==> src/rtl/prog_clk_div.sv <==
// prog_clk_div
//   Runtime-programmable, multi-channel clock/tick divider running from the
//   50 MHz board clock. Each channel divides by (N+1) to produce a one-cycle
//   TICK and a 50%-duty CLK_OUT at half the tick rate. New divisors are
//   written through a LOAD strobe, and a global SYNC restarts all channels in
//   phase.
//
// Ports
//   CLK_50M   in   1       system clock, rising edge
//   RST_N     in   1       synchronous active-low reset
//   EN        in   NUM_CH  per-channel run enable
//   SYNC      in   1       strobe: restart every channel at count 0
//   LOAD      in   1       strobe: write LOAD_DIV to channel LOAD_CH
//   LOAD_CH   in   4       target channel (indices >= NUM_CH are ignored)
//   LOAD_DIV  in   CNT_W   new divisor N
//   CLK_OUT   out  NUM_CH  divided clock, f/(2(N+1))
//   TICK      out  NUM_CH  one-cycle pulse, f/(N+1)
//   PEND      out  NUM_CH  a loaded divisor is waiting for the next wrap

module prog_clk_div #(
  parameter int          NUM_CH  = 4,
  parameter int          CNT_W   = 28,
  parameter int unsigned DEF_DIV = 24999
) (
  input  logic              CLK_50M,
  input  logic              RST_N,
  input  logic [NUM_CH-1:0] EN,
  input  logic              SYNC,
  input  logic              LOAD,
  input  logic [3:0]        LOAD_CH,
  input  logic [CNT_W-1:0]  LOAD_DIV,
  output logic [NUM_CH-1:0] CLK_OUT,
  output logic [NUM_CH-1:0] TICK,
  output logic [NUM_CH-1:0] PEND
);

  localparam logic [CNT_W-1:0] DEF_N = CNT_W'(DEF_DIV);

  // Per-channel count, divisor currently in use, and divisor waiting to be
  // applied at the next wrap.
  logic [CNT_W-1:0]  cnt [NUM_CH];
  logic [CNT_W-1:0]  act [NUM_CH];
  logic [CNT_W-1:0]  shd [NUM_CH];

  logic [NUM_CH-1:0] load_hit;
  logic [NUM_CH-1:0] wrap;

  // Channel decode for LOAD and end-of-period detection. An out-of-range
  // LOAD_CH simply never matches any channel, so it leaves all state alone.
  always_comb begin
    load_hit = '0;
    wrap     = '0;
    for (int i = 0; i < NUM_CH; i++) begin
      load_hit[i] = LOAD && (LOAD_CH == 4'(i));
      wrap[i]     = (cnt[i] == act[i]);
    end
  end

  // Channel state. Priority is reset, then SYNC, then the per-channel
  // load/count behaviour. A divisor only replaces the active one at a period
  // boundary (wrap or SYNC), or immediately when the channel is stopped, so
  // the counter can never run past a smaller new divisor.
  always_ff @(posedge CLK_50M) begin
    for (int i = 0; i < NUM_CH; i++) begin
      if (!RST_N) begin
        cnt[i]     <= '0;
        act[i]     <= DEF_N;
        shd[i]     <= DEF_N;
        CLK_OUT[i] <= 1'b0;
        TICK[i]    <= 1'b0;
        PEND[i]    <= 1'b0;
      end else if (SYNC) begin
        cnt[i]     <= '0;
        CLK_OUT[i] <= 1'b0;
        TICK[i]    <= 1'b0;
        PEND[i]    <= 1'b0;
        if (load_hit[i]) begin
          act[i] <= LOAD_DIV;
          shd[i] <= LOAD_DIV;
        end else if (PEND[i]) begin
          act[i] <= shd[i];
        end
      end else if (!EN[i]) begin
        // Stopped: hold count and clock. A load takes effect at once and
        // restarts the period from zero.
        TICK[i] <= 1'b0;
        if (load_hit[i]) begin
          act[i]  <= LOAD_DIV;
          shd[i]  <= LOAD_DIV;
          cnt[i]  <= '0;
          PEND[i] <= 1'b0;
        end
      end else if (wrap[i]) begin
        // Period boundary: a load on this very edge bypasses the shadow.
        cnt[i]     <= '0;
        CLK_OUT[i] <= ~CLK_OUT[i];
        TICK[i]    <= 1'b1;
        PEND[i]    <= 1'b0;
        if (load_hit[i]) begin
          act[i] <= LOAD_DIV;
          shd[i] <= LOAD_DIV;
        end else if (PEND[i]) begin
          act[i] <= shd[i];
        end
      end else begin
        cnt[i]  <= cnt[i] + CNT_W'(1);
        TICK[i] <= 1'b0;
        if (load_hit[i]) begin
          shd[i]  <= LOAD_DIV;
          PEND[i] <= 1'b1;
        end
      end
    end
  end

endmodule
==> config.mk <==
export PLATFORM = sky130hd
export DESIGN_NAME = prog_clk_div
export DESIGN_NICKNAME = d
export VERILOG_FILES = /design/src/rtl/prog_clk_div.sv
export SDC_FILE = /design/constraint.sdc
export NUM_CORES = 1
export LEC_CHECK = 0
export BUFFER_PORTS_ARGS = -buffer_cell sky130_fd_sc_hd__buf_2
export CORE_MARGIN = 10
export CORE_UTILIZATION = 55
export DETAILED_ROUTE_END_ITERATION = 8
export PLACE_DENSITY = 0.72
export SLEW_MARGIN = 20
export SYNTH_ARGS = -nofsm -noshare
export SYNTH_HDL_FRONTEND = slang
export SYNTH_SLANG_ARGS = --single-unit
==> constraint.sdc <==
create_clock -name CLK_50M -period 9 [get_ports CLK_50M]
set_clock_uncertainty 0.15 [all_clocks]
set_input_delay 0 -clock CLK_50M [delete_from_list [all_inputs] [get_ports CLK_50M]]
set_output_delay 0 -clock CLK_50M [all_outputs]
set_load 0.01 [all_outputs]
Yosys cells after proc, flatten, opt, wreduce, memory -nomap -nowiden
Memory sizes are Yosys's and may differ from the RTL's.
Cells that the tools add are included.
{"block": "word_totals", "latchBits": 0, "mem_bits_ro": 0, "word_cells": 326, "regBits": 12, "ramBits": 336, "n_memories": 3}
{"memory": "act", "words": 4, "word_bits": 28, "rd": 4, "rd_clocked_by_memory_dff": 0, "write_ports": 4, "line_no": "42", "rtl": "logic [CNT_W-1:0] act [NUM_CH];"}
{"memory": "cnt", "words": 4, "word_bits": 28, "rd": 4, "rd_clocked_by_memory_dff": 0, "write_ports": 4, "line_no": "41", "rtl": "logic [CNT_W-1:0] cnt [NUM_CH];"}
{"memory": "shd", "words": 4, "word_bits": 28, "rd": 4, "rd_clocked_by_memory_dff": 0, "write_ports": 4, "line_no": "43", "rtl": "logic [CNT_W-1:0] shd [NUM_CH];"}
{"block": "op_classes", "reduce_logical": 22, "div_mod_pow": 0, "bitwise": 57, "mux": 224, "n_addsub": 4, "eq_ne": 7, "n_mul": 0, "n_lt_le_gt_ge": 0, "n_shift": 0}
{"operator": "28-bit 2-to-1 mux", "count": 52}
{"operator": "1-bit 2-to-1 mux", "count": 172}
{"operator": "28-bit by 1-bit adder with 28-bit output (second input constant)", "count": 4}
{"operator": "28-bit == test", "count": 4}
{"operator": "1-bit OR", "count": 52}
{"operator": "2-bit AND reduction", "count": 8}
{"operator": "2-bit nonzero test", "count": 8}
{"operator": "4-bit by 2-bit == test with 1-bit output (second input constant)", "count": 2}
{"operator": "1-bit NOT", "count": 5}
{"operator": "4-bit by 1-bit == test with 1-bit output (second input constant)", "count": 1}
{"operator": "1-bit logical AND", "count": 4}
{"operator": "4-bit logical NOT", "count": 1}
{"operator": "2-bit OR reduction", "count": 1}

Depth between registers and ports, before layout
{"block": "depth", "ltp_word": 11, "depth_mapped": 8, "ltp_nobuf": 7}

Worst setup path before layout
Ideal clock, no wire load.
{"block": "synth_timing", "kind": "register to register", "from": "memory cnt[2][12]", "to": "memory act[2][0] (enable)", "arrival_time_ns": 2.326, "period_less_slack_ns": 2.865, "stages_incl_launch_ff": 8, "required_time_ns": 8.460, "setup_slack_ns": 6.135, "cell_sequence": "edfxtp_1 -> xnor2_1 -> nand4_1 -> nor4_1 -> and4_1 -> buf_4 -> o2111ai_2 -> nand3_1"}
{"element": "start: declaration", "line_no": "41"}
{"element": "end: declaration", "line_no": "42"}

==> results by group <==
Worst hold path
  • Hold WC Path Type: in2reg
  • Hold_sp: LOAD
  • Hold Path Depth: 3
  • Hold Path Sink: shd[1][1]$_DFFE_PP_

Synth
  • Gate count after technology mapping: 1262
  • Synth Cell Area: 16500 µm²
  • Distinct cell type count after synthesis: 50
  • Sequential-to-total area share from yosys stat: 62.5%
  • Async SR Flop Fraction: 0%
  • Syn_nets: 1306
  • Number of synthesized flops with an enable pin: 336
  • Largest area contributor in the netlist: edfxtp_1
  • Synth top area share: 61.0%
  • Synth top area cells: edfxtp_1 61%, xor2_1 7.6%, a22o_1 4.2%, xnor2_1 3.7%, nor2_1 3.0%
  • Most used flip-flop cell after synthesis: edfxtp_1
  • Yosys warns: 0
  • Synthesis-stage register bit count: 348
  • Synth Area per Inst: 13.1 µm²

Final layout
  • Commonest non-fill, non-tap cells in the layout: 336 x edfxtp_1, 144 x xor2_1, 130 x nor2_1, 80 x a22o_1, 70 x and2_1
  • Non-filler instance count after layout: 1760
  • Fraction of layout cells with a size suffix above 1: 11.2%
  • Most common cell after layout, fill and taps aside: edfxtp_1
  • Area Growth Syn to Fin: 12.3%
  • Fin nets: approximately 1400

STA
  • Max Slew Vio Count: 0
  • TNS Setup: 0 ps
  • Fin crit share: 36.4%
  • Slew @ Worst Pin: 1020 ps
  • RSZ-0062 raised after global routing: false
  • Post-layout min period: 3280 ps
  • # setup viols final: 0
  • F_max: approximately 0.3 GHz
  • Final hold viol count: 0
  • Worst relative slew slack: 31.3%

Routing
  • Routed vias: 10200
  • Detailed-route wire length per cell: 20.8 µm
  • DRT antenna net count: 0
  • Detailed-route DRC error count: 0
  • Pre-antenna DRT Iters: 5
  • Routed WL: 36500 µm
  • 1st-iter DRT viols: 1024
  • DR vias/cell: 5.82

GRT
  • First-pass GRT wire length: roughly 58000 µm
  • Largest net degree at the start of global routing: 30
  • Vias in the first global route: 10000
  • Total GRT Usage: 19.2%
  • Global route total overflow: 0
  • Initial antenna violation count: 0

Outcome
  • Outcome: finished clean

Worst setup path
  • Critical path arrival: 3250 ps
  • Worst setup EP type: register
  • R2R Path End: act[3][17]$_DFFE_PP_
  • WP data required: 8970 ps
  • CP max FO: 29
  • FF-to-FF Start: cnt[3][12]$_SDFFCE_PN0P_
  • R2R depth: 7
  • Kind of critical path: in2reg
  • Startpoint types: primary input
  • R2r setup slk: ~5800 ps

Floorplan
  • Core Area: 29600 µm²
  • Initial core utilization: 55.8%
  • Die Width: 193 µm
  • IO Pins: 52
  • Chip height: approximately 190 µm
  • Die ar.: 37400 µm²
  • # rows: 63

Placement
  • Port Buffers: 51
  • Routability congestion estimate: ~0.83
  • HPWL Detailed: 24300 µm
  • # placed instances: 1660

CTS
  • Sink Count: 348
  • H-tree depth: 2
  • Root Driver: clkbuf_16
  • Total CTS buffers: 37
  • CTS tree: yes
  • Clock Path Buffers: 3
  • Post CTS Setup Buffer Count: 0
  • Skew-Pair Late Insertion Delay: 510 ps
  • Clock-pin slew of the registers on the worst-case setup and hold paths: 60 ps

Power and ir drop
  • P per Cell Area: 191 nW/µm²
  • P_leak: 0.00651 µW
  • Peak VDD IR: 0.168 mV

Job
  • Max cap viols: 0
layer usage:
layer / global-route usage [%] / vias to the layer above / wire, µm
met3: 3.03 / 67 / 2620
li1: - / 4835 / -
met2: 28.9 / 335 / 16600
met1: 27.8 / 4998 / 16300
met4: 6.04 / 0 / 1010
met5: 0 / - / 0
kinds of logic after synthesis:
group,count (synthesis),synth area share [%]
simple gates,474,16.0
flops,348,62.5
xor+xnor,213,11.3
compound gates,145,7.39
buf+inv,77,2.42
fa+ha+maj,4,0.303
mux,1,0.0606
worst max-delay path by stage:
stage,start,endpoint,slack [ps],depth (start not counted)
2_1_floorplan,cnt[2][12]$_SDFFCE_PN0P_,act[2][0]$_SDFFCE_PN1P_,6130,7
3_3_place_gp,LOAD_CH[3],act[3][24]$_DFFE_PP_,5280,7
3_5_place_dp,LOAD_CH[3],act[3][24]$_DFFE_PP_,5200,7
4_1_cts,cnt[0][24]$_SDFFCE_PN0P_,act[0][25]$_DFFE_PP_,5470,7
5_1_grt,RST_N,act[3][10]$_DFFE_PP_,5390,7
6_report,RST_N,act[3][17]$_DFFE_PP_,5720,7
stage by stage:
stage	total power, µW	hold WS (ps)	utilization, %	cell area, µm²	worst slack [ps]
global route	3650	83.5	62.6	18600	5390
CTS	3560	8.78	62.5	18500	5470
global placement	2090	247	57.5	17000	5280
detailed placement	2100	252	57.5	17000	5200
finish	3540	29.6	62.6	18600	5720
floorplan	2020	27.8	-	16500	6130
critical path, cell delays in order:
cell and delay (ps):
dlygate4sd3_1 520, buf_2 390, inv_1 430, nor2_1 320
clkinv_1 860, nand2_1 300, nand2_2 400
repair_timing:
item / 4_1_cts / 5_1_grt
gates resized for setup: 0 / 0
hold buffers: 34 / 0
endpoints found under the hold margin: 236 / 0
synth_stat cells, types with 19 or more instances:
| library cell | instances |
|---|---|
| clkbuf_1 | 19 |
| edfxtp_1 | 336 |
| inv_1 | 23 |
| and2_1 | 70 |
| a22o_1 | 80 |
| and3_1 | 36 |
| xor2_1 | 144 |
| nand3_1 | 39 |
| buf_2 | 19 |
| or3_1 | 27 |
| nand2_1 | 44 |
| o22a_1 | 32 |
| nand4_1 | 31 |
| nor2_1 | 131 |
| xnor2_1 | 69 |
state kept, by name (all words and copies together), names as in the netlist:
name     flops
PEND         4
TICK         4
shd        112
cnt        112
act        112
CLK_OUT      4
final cells by class:
class | instances | area (µm²)
clock inverter | 17 | 146
tap | 390 | 488
timing repair buffer | 96 | 678
sequential | 348 | 10300
multi-input combinational | 837 | 5810
antenna | 1 | 2.50
inverter | 23 | 86.3
clock buffer | 48 | 1010
fill | 2329 | 11100
report_power, final:
| group | internal (µW) | leakage, µW | switching [µW] |
|---|---|---|---|
| registers | 1850 | 0.00355 | 54.7 |
| logic | 61.3 | 0.00241 | 113 |
| clock network | 848 | 0.000552 | 613 |
| total | 2760 | 0.00651 | 781 |
Power figures use the tool's default switching activity.
